### src/rtl/aes_pkg.sv
// aes_pkg: shared types and constants for the AES operand loader path.
package aes_pkg;
    typedef enum logic [1:0] {IDLE, LOAD_KEY, LOAD_DATA, PRESENT} state_t;
    localparam int BLK_BYTES = 16;
    function automatic int nk_to_nr(input int nk);
        return nk + 6;
    endfunction
endpackage

### src/rtl/aes_shift_collector.sv
// aes_shift_collector: byte-wide shift register that assembles NBYTES bytes MSB-first, with byte count and full flag.
module aes_shift_collector #(
    parameter int NBYTES = 16
) (
    input  logic                clk,
    input  logic                reset,
    input  logic                clr,
    input  logic                shift,
    input  logic [7:0]          din,
    output logic [8*NBYTES-1:0] data,
    output logic [4:0]          count,
    output logic                full
);
    // full flags that the byte being shifted now is the last one of the load
    assign full = count == 5'(NBYTES - 1);
    always_ff @(posedge clk or negedge reset)
        if (!reset) begin
            data  <= '0;
            count <= '0;
        end else begin
            if (shift) data <= {data[8*NBYTES-9:0], din};
            if (clr) count <= '0;
            else if (shift) count <= full ? 5'd0 : count + 5'd1;
        end
endmodule

### src/rtl/aes_byte_loader.sv
// aes_byte_loader: assembles an Nk-word key and 128-bit blocks from a byte stream and presents blocks to the AES cores.
// Optional odd-parity check on each byte when AES_LOADER_PARITY_EN is defined.
module aes_byte_loader
    import aes_pkg::*;
#(
    parameter int Nk = 4
) (
    input  logic            clk,
    input  logic            reset,
    input  logic            key_req,
    input  logic [7:0]      in_byte,
    input  logic            in_par,
    input  logic            in_valid,
    output logic            in_ready,
    output logic [32*Nk-1:0] key_out,
    output logic            key_valid,
    output logic [127:0]    blk_out,
    output logic            blk_valid,
    input  logic            blk_ready,
    output logic            busy,
    output logic            err
);
    localparam int NB_KEY = 4 * Nk;
    state_t state;
    logic acc, par_ok, abort, key_full, blk_full;
    logic [4:0] key_cnt_unused, blk_cnt_unused;
    assign acc   = in_valid && in_ready;
    assign abort = acc && !par_ok;
    assign busy  = state != IDLE;
    // key_req has priority over a data byte offered in IDLE
    always_comb
        in_ready = (state == LOAD_KEY) || (state == LOAD_DATA) ||
                   (state == IDLE && key_valid && !key_req);
`ifdef AES_LOADER_PARITY_EN
    assign par_ok = ^{in_byte, in_par};
    always_ff @(posedge clk or negedge reset)
        if (!reset) err <= 1'b0;
        else if (abort) err <= 1'b1;
`else
    logic par_unused;
    assign par_ok     = 1'b1;
    assign par_unused = in_par;
    assign err        = 1'b0;
`endif
    aes_shift_collector #(.NBYTES(NB_KEY)) u_key (
        .clk(clk), .reset(reset), .clr(abort), .shift(acc && state == LOAD_KEY),
        .din(in_byte), .data(key_out), .count(key_cnt_unused), .full(key_full)
    );
    aes_shift_collector #(.NBYTES(BLK_BYTES)) u_blk (
        .clk(clk), .reset(reset), .clr(abort), .shift(acc && state != LOAD_KEY),
        .din(in_byte), .data(blk_out), .count(blk_cnt_unused), .full(blk_full)
    );
    always_ff @(posedge clk or negedge reset)
        if (!reset) begin
            state     <= IDLE;
            key_valid <= 1'b0;
            blk_valid <= 1'b0;
        end else begin
            case (state)
                IDLE:
                    if (key_req) begin
                        state     <= LOAD_KEY;
                        key_valid <= 1'b0;
                    end else if (acc && par_ok) state <= LOAD_DATA;
                LOAD_KEY:
                    if (abort) state <= IDLE;
                    else if (acc && key_full) begin
                        state     <= IDLE;
                        key_valid <= 1'b1;
                    end
                LOAD_DATA:
                    if (abort) state <= IDLE;
                    else if (acc && blk_full) begin
                        state     <= PRESENT;
                        blk_valid <= 1'b1;
                    end
                PRESENT:
                    if (blk_ready) begin
                        state     <= IDLE;
                        blk_valid <= 1'b0;
                    end
                default: state <= IDLE;
            endcase
        end
endmodule

### config.mk
export PLATFORM = sky130hd
export DESIGN_NAME = aes_byte_loader
export DESIGN_NICKNAME = d
export VERILOG_FILES = /design/src/rtl/aes_pkg.sv /design/src/rtl/aes_shift_collector.sv /design/src/rtl/aes_byte_loader.sv
export SDC_FILE = /design/constraint.sdc
export NUM_CORES = 1
export LEC_CHECK = 0
export BUFFER_PORTS_ARGS = -buffer_cell sky130_fd_sc_hd__buf_4
export CAP_MARGIN = 20
export CORE_UTILIZATION = 40
export CTS_BUF_LIST = sky130_fd_sc_hd__clkbuf_8
export CTS_CLUSTER_DIAMETER = 30
export DETAILED_ROUTE_END_ITERATION = 8
export PLACE_DENSITY = 0.71
export SYNTH_ARGS = -nofsm -noshare
export SYNTH_HDL_FRONTEND = slang
export SYNTH_HIERARCHICAL = 1
export SYNTH_SLANG_ARGS = --single-unit
export TNS_END_PERCENT = 1
### constraint.sdc
create_clock -name clk -period 2.8 [get_ports clk]
set_input_delay 0.42 -clock clk [delete_from_list [all_inputs] [get_ports clk]]
set_output_delay 0.42 -clock clk [all_outputs]
set_load 0.005 [all_outputs]
==> impl_metrics.ini, run 1 <==
[global_routing]
grt_pass1_wl_um = 35670
grt_max_degree = 80
grt_remaining_overflow = 0
antenna_found_initial = 0
grt_pass1_vias = 6469
grt_usage = 0.1699

[floorplanning]
die_h_um = 163.0
core-area_um2 = 25330
start_util = 0.4093
die-area_um2 = 26570
die-width_um = 163.0
io_pins = 275
rows = 58

[critical_path]
startpoint = state[1]
reg2reg_depth = 7
critPathKind = flip-flop to flip-flop
rrSetupSlack_ns = 0.48
worstPathRequired_ns = 3.23
arrival_ns = 2.74
crit_fanout = 42
worst_setup_path_start_kind = flip-flop
end_kind = flip-flop
rr_startpoint = state[1]
r2r-end = u_key/data[36]

[route]
num_vias = 6291
detail_route.first_pass.iterations = 5
wl_per_cell_um = 17.01
via_per_inst = 4.723
routed_wl_um = 22660
detail-route-antenna-nets = 0
drc = 0
drt-initial-drc-count = 312

[final_layout]
final_layout_size_suffix_gt1_frac = 0.6397
utilization = 0.5636
syn_to_final_growth_pct = 37.69
mostFrequentLayoutCells = buf_4 (278), dfrtp_1 (270), mux2_2 (252)
diodes = 0
fill_cells = 2102
layout_commonest_cell = buf_4
nets = 977

[sta]
worst_slack_ns = 0.4822
final-max-slew-violation-count = 0
fmax_ghz = 0.4315
whs_ns = 0.1014
worstMarginPinSlew_ns = 0.6474
min_period_ns = 2.318
skew_ns = 0.01898
tns_ns = 0
fin_crit_sh = 0.8278
maxSlewHeadroom = 0.5684
hold_viol_final = 0
rsz0062_at_grt = false
finalSetupViolations = 0

[power_and_ir_drop]
pwr-share-comb = 0.299
power.clock.fraction = 0.321
p_sw_uw = 4354
leakage_uw = 0.007323
p_sw_frac = 0.2811
p_total_uw = 15490
power_density_nw_per_um2 = 1085
max-vdd-ir-drop_v = 0.0007112
seq_power_share = 0.380
p_int_uw = 11130

[clock_tree]
cts.hold.buffers_added = 1
clk_latency_ns = 0.56
cts_resized = 0
ctsHtreeMaxLevel = 2
cts.path.max_buffers = 3
clk_pin_slew_ns = 0.05
cts.sinks = 270
cts_setup_buffers = 0
cts_tree = done
cts_buffers = 57
clockRootBuffer = clkbuf_8

[min_path]
holdPathEnd = u_blk/data[6]
hold_path.class = primary input to flip-flop
hp-start = in_byte[6]
holdPathStages = 2

[placed_design]
dp.final_hpwl_um = 15430
pre_cts_slack_ns = 0.4876
gp_congestion = 0.7493
numPortBuffers = 272

[logic_synthesis]
ys_seq_elements = 270
ys.flop_type = dfrtp_1
ys_types = 31
synth_edf_count = 0
ys_async_sr_fraction = 1.000
postSynthCellCount = 630
synth.avg_cell_area_um2 = 16.46
ys_seq_area_frac = 0.6517
yosys_warnings = 6
synth_area_um2 = 10370

[flow_run]
maxCapViolations = 0

[outcome]
status = finished clean
critical path, stage by stage, from the launching register on:
cell     delay (ns)
dfrtp_1        0.40
inv_1          0.13
ha_1           0.23
nor2b_1        0.19
a21o_1         0.16
and3_4         0.40
buf_12         0.28
mux2_2         0.37
power by group through the flow:
stage               combinational (µW)  sequential [µW]  clock (µW)
finish                            4630             5890        4970
global route                      4970             6060        5290
CTS                               4720             5900        5110
detailed placement                4690             5950           0
global placement                  4620             5880           0
floorplan                         2370             5830           0
synthesized netlist by cell type, types with 4 or more instances:
master    number  area, µm²
buf_2         18      90.09
nand2b_1       6      37.54
mux2_2       252       2838
buf_6         12      135.1
inv_1          8      30.03
a21oi_1        7      35.03
nand2_1        5      18.77
mux2_1         4      45.04
ha_1           7      87.58
mux2i_1        5      50.05
nand3_1        6      30.03
dfrtp_1      270       6756
per-layer routing:
| metal | GRT usage | vias to the layer above | share of wire |
|---|---|---|---|
| li1 | - | 2922 | - |
| met2 | 0.2810 | 177 | 0.51 |
| met3 | 0.04584 | 39 | 0.058 |
| met1 | 0.2126 | 3153 | 0.41 |
| met5 | 0 | - | 0 |
| met4 | 0.06330 | 0 | 0.021 |
cell type report:
| class | count | area (µm²) | area share |
|---|---|---|---|
| clock buffers | 67 | 922.1 | 0.06460 |
| clock inverters | 38 | 479.2 | 0.03357 |
| inverters | 8 | 30.03 | 0.002104 |
| multi-input cells | 331 | 3402 | 0.2383 |
| flip-flops and latches | 270 | 6756 | 0.4733 |
| well taps | 330 | 412.9 | 0.02892 |
| repair buffers | 288 | 2272 | 0.1592 |
how the worst max path moves through the flow:
stage | to | slack [ns] | cells past startpoint
2_1_floorplan | u_key/data[69] | 0.79 | 9
3_3_place_gp | u_key/data[3] | 0.51 | 7
3_5_place_dp | u_key/data[4] | 0.49 | 7
4_1_cts | u_key/data[36] | 0.46 | 7
5_1_grt | u_key/data[9] | 0.32 | 7
6_report | u_key/data[36] | 0.48 | 7
sequential cells by signal, summed over array words and instances, names as in the netlist:
signal and count:
blk_valid 1, key_valid 1, state 2, u_blk/count 5
u_blk/data 128, u_key/count 5, u_key/data 128
stage by stage:
stage | cell area (µm²) | instances
6_report | 14270 | 1332
3_5_place_dp | 12860 | 1226
5_1_grt | 14270 | 1332
3_3_place_gp | 12860 | 1226
4_1_cts | 14270 | 1332
2_1_floorplan | 10410 | 640
cells by family after synthesis:
group,count (synthesis),synth area share
compound gates,18,0.01074
xor+xnor,2,0.001690
other cells,1,0.0003617
simple gates,32,0.01883
mux,261,0.2829
buf+inv,39,0.02534
flops,270,0.6517
fa+ha+maj,7,0.008448
Note: power is estimated with default switching activity, not from simulation.
==> inputs of run 2 (changes only) <==
- PLACE_DENSITY: 0.71 -> 0.74
- clock period: 2.8 -> 1.9 ns (I/O delays scaled with it)
==> impl_metrics.ini, run 2 (same netlist as run 1, synthesis figures left out) <==
[global_routing]
grt_max_degree = 69
grt_usage = 0.1718
grt_pass1_wl_um = 36310
grt_pass1_vias = 6733
grt_remaining_overflow = 0
antenna_found_initial = 0

[route]
via_per_inst = 4.754
detail_route.first_pass.iterations = 4
num_vias = 6484
wl_per_cell_um = 17.06
routed_wl_um = 23270
drc = 0
drt-initial-drc-count = 269
detail-route-antenna-nets = 0

[final_layout]
largest_registers = u_blk/data x128, u_key/data x128
final_layout_size_suffix_gt1_frac = 0.6460
layout_commonest_cell = buf_4
nets = 1013
syn_to_final_growth_pct = 40.67
mostFrequentLayoutCells = buf_4 (297), dfrtp_1 (270), mux2_2 (236)
fin_cells = 1364
diodes = 0

[floorplanning]
io_pins = 275
die_h_um = 163.0
die-area_um2 = 26570
rows = 58
die-width_um = 163.0
core-area_um2 = 25330
start_util = 0.4093

[placed_design]
numPortBuffers = 272
pre_cts_slack_ns = -0.1118
gp_congestion = 0.7603
post-place-cells = 1250
dp.final_hpwl_um = 15960

[clock_tree]
cts_tree = done
clk_pin_slew_ns = 0.06
cts.sinks = 270
cts_buffers = 55
ctsHtreeMaxLevel = 2
cts.path.max_buffers = 3
clk_latency_ns = 0.56
clockRootBuffer = clkbuf_8

[critical_path]
worst_setup_path_start_kind = flip-flop
critPathKind = flip-flop to primary output
crit_fanout = 3
end_kind = primary output
worstPathRequired_ns = 1.62
arrival_ns = 1.70

[sta]
hold_viol_final = 0
fmax_ghz = 0.5044
rsz0062_at_grt = true
worst_slack_ns = -0.08271
finalSetupViolations = 126
skew_ns = 0.01802
min_period_ns = 1.983
final-max-slew-violation-count = 0
fin_crit_sh = 1.044

[outcome]
status = finished, violations left
violations = negative setup slack

[power_and_ir_drop]
power_density_nw_per_um2 = 1556
max-vdd-ir-drop_v = 0.001181
leakage_uw = 0.007453

[flow_run]
maxCapViolations = 0

[min_path]
hold_path.class = primary input to flip-flop
==> run 2: changes by cell type in the layout (fill, tap and decap cells not counted), moves of 2 or more <==
cell	delta
buf_4	+19
clkinvlp_4	+5
inv_6	-2
mux2_4	+16
inv_2	+2
bufinv_16	-5
dlygate4sd3_1	+8
ha_2	+2
ha_1	-3
buf_12	+3
clkinv_2	-8
inv_1	+2
buf_6	+7
mux2_2	-16
==> run 2: path summary, 6_finish.rpt <==
check                                start              end  slack (ns)  cells after the start
min                              blk_ready        blk_valid        0.05                      3
min in group asynchronous            reset  u_key/data[114]        0.22                      2
max in group asynchronous            reset   u_blk/data[41]        0.99                      3
max reg2reg                       state[0]   u_key/data[80]       -0.08                      7
min reg2reg                u_blk/data[124]  u_blk/data[124]        0.50                      1
max                               state[0]         in_ready       -0.08                      6
==> run 2: per-stage QoR <==
stage | setup TNS [ns] | util | power (µW) | hold WS [ns] | cell area, µm²
after CTS | -2.411 | 0.5713 | 22900 | 0.003148 | 14470
after detailed placement | -9.518 | 0.5161 | 16070 | 0.2126 | 13070
after global placement | -0.8839 | 0.5161 | 15820 | 0.2085 | 13070
final | -5.082 | 0.5758 | 22700 | 0.04829 | 14580
after global routing | -14.34 | 0.5758 | 23940 | 0.02618 | 14580
after floorplan | 0 | - | 12130 | -0.01059 | 10430
==> run 2: per-layer routing <==
layer / global-route usage / wire length, µm / vias to the layer above
met1: 0.2100 / 9501 / 3272
met5: 0 / 0 / -
li1: - / - / 2989
met3: 0.04966 / 1386 / 45
met2: 0.2868 / 11810 / 178
met4: 0.06500 / 567 / 0
==> run 2: worst max-delay path, stage by stage (launching register included) <==
cell and delay, ns:
dfrtp_1 0.38, inv_2 0.09, ha_4 0.14, nor2b_4 0.14, a21o_1 0.20, buf_6 0.12, buf_6 0.08
==> run 2: layout make-up <==
class | instances | area (µm²)
Multi-Input combinational cell | 332 | 3502
Clock inverter | 32 | 326.6
Fill cell | 2031 | 10740
Timing Repair Buffer | 325 | 2634
Clock buffer | 67 | 922.1
Sequential cell | 270 | 6756
Tap cell | 330 | 412.9
Inverter | 8 | 30.03
==> run 2: power breakdown <==
part	switching (µW)	internal, µW
Clock	2510	4030
Combinational	2740	4730
Sequential	1280	7410
Total	6530	16200
==> run 2: timing repair <==
action	in CTS	in global routing
cloned	0	1
endpoints found under the setup margin	126	200
hold buffers	9	0
pin swaps	2	4
resized for setup	8	26
hold endpoints to repair	79	0
buffers inserted	4	1
==> inputs of run 3 (changes only) <==
- CORE_MARGIN: default -> 5
==> impl_metrics.ini, run 3 (same netlist as run 1, synthesis figures left out) <==
[final_layout]
nets = 1026
largest_registers = u_blk/data x128, u_key/data x128
final_layout_size_suffix_gt1_frac = 0.6486
fin_cells = 1388
diodes = 0
mostFrequentLayoutCells = buf_4 (297), dfrtp_1 (270), mux2_2 (187)
utilization = 0.5887
syn_to_final_growth_pct = 46.29
finalInstanceArea_um2 = 15170
fill_cells = 2004
layout_commonest_cell = buf_4

[floorplanning]
rows = 59
core-area_um2 = 25760
die-area_um2 = 29240
die-width_um = 171.0
io_pins = 275
die_h_um = 171.0
start_util = 0.4024

[placed_design]
placed_area_um2 = 13080
gp_congestion = 0.7610
post-place-cells = 1253
numPortBuffers = 272
dp.final_hpwl_um = 16730

[sta]
fmax_ghz = 0.5006
min_period_ns = 1.998
final-max-slew-violation-count = 0
skew_ns = 0.03265
tns_ns = -6.102
rsz0062_at_grt = true
fin_crit_sh = 1.051
finalSetupViolations = 122
worst_slack_ns = -0.09762
hold_viol_final = 0

[clock_tree]
ctsHtreeMaxLevel = 2
cts_tree = done
clockRootBuffer = clkbuf_8
cts.sinks = 270
clk_pin_slew_ns = 0.05
cts_buffers = 60
cts.path.max_buffers = 3
clk_latency_ns = 0.57

[power_and_ir_drop]
max-vdd-ir-drop_v = 0.001096
p_total_uw = 24240
leakage_uw = 0.007784
power_density_nw_per_um2 = 1598

[route]
drc = 0
drt-initial-drc-count = 207
detail_route.first_pass.iterations = 4
wl_per_cell_um = 18.36
num_vias = 6634
detail-route-antenna-nets = 0
via_per_inst = 4.780
routed_wl_um = 25480

[flow_run]
maxCapViolations = 0

[outcome]
violations = negative setup slack
status = finished, violations left

[critical_path]
crit_fanout = 7
end_kind = flip-flop
worstPathRequired_ns = 2.35
worst_setup_path_start_kind = flip-flop
critPathKind = flip-flop to flip-flop
arrival_ns = 2.44
rrSetupSlack_ns = -0.1

[global_routing]
grt_pass1_wl_um = 38480
grt_remaining_overflow = 0
grt_usage = 0.1621
grt-busiest-layer = met2
grt_pass1_vias = 7100
grt_max_degree = 67
grt_util_met3 = 0.04991
use_met2 = 0.2704
grt_use_met1 = 0.1940
antenna_found_initial = 0

[min_path]
hold_path.class = primary input to flip-flop
run 3: cell types whose count changed in the layout (fill, tap and decap cells not counted), moves of 3 or more:
| cell | delta |
|---|---|
| mux2_2 | -49 |
| buf_16 | +3 |
| clkinv_2 | +7 |
| mux2_4 | +49 |
| clkinvlp_4 | -5 |
| clkbuf_16 | +5 |
| bufinv_16 | +5 |
| clkinv_4 | +3 |
run 3: power by group:
| group | total (µW) | switching [µW] | leakage (µW) | internal [µW] |
|---|---|---|---|---|
| Sequential | 8720 | 1310 | 0.00358 | 7410 |
| Combinational | 8100 | 2900 | 0.00343 | 5190 |
| Clock | 7420 | 2660 | 0.000766 | 4760 |
run 3: final cells by class:
type                       count  area [µm²]  area share
clock buffer                  67       922.1     0.06080
clock inverter                43       504.2     0.03325
inverter                       8       30.03    0.001980
multi-input combinational    331        3666      0.2417
sequential                   270        6756      0.4455
tap                          335       419.2     0.02764
timing repair buffer         334        2869      0.1892
run 3: final timing paths:
kind,startpoint,to,cells past startpoint
hold / removal,blk_ready,blk_valid,3
setup reg to reg,state[1],u_key/data[48],8
hold reg to reg,u_key/data[124],u_key/data[124],1
min in group asynchronous,reset,u_key/data[84],2
setup / recovery,state[1],u_key/data[48],8
max in group asynchronous,reset,u_blk/data[127],3
run 3: metal layers:
layer	up-vias	wire, µm
met5	-	0
met4	0	890
met3	73	1837
met2	207	12890
met1	3340	9865
li1	3014	-
run 3: critical path, cell delays in order (launching register included):
cell	delay (ns)
dfrtp_1	0.38
inv_2	0.09
ha_4	0.15
nor2b_4	0.14
a21o_1	0.15
and3_4	0.29
buf_12	0.17
clkbuf_16	0.16
mux2_2	0.34
run 3: through the flow:
stage / hold WS (ns) / setup slack (ns)
2_1_floorplan: -0.01059 / 0.01003
3_3_place_gp: 0.2219 / -0.04245
3_5_place_dp: 0.2204 / -0.06192
4_1_cts: 0.003142 / -0.09457
5_1_grt: 0.02859 / -0.1496
6_report: 0.05362 / -0.09762
run 3: timing repair:
action	in CTS	in global routing
resized for setup	5	74
buffers inserted	3	4
endpoints found under the hold margin	109	0
cloned	2	7
hold buffers	9	0
endpoints found under the setup margin	119	247
pin swaps	1	5
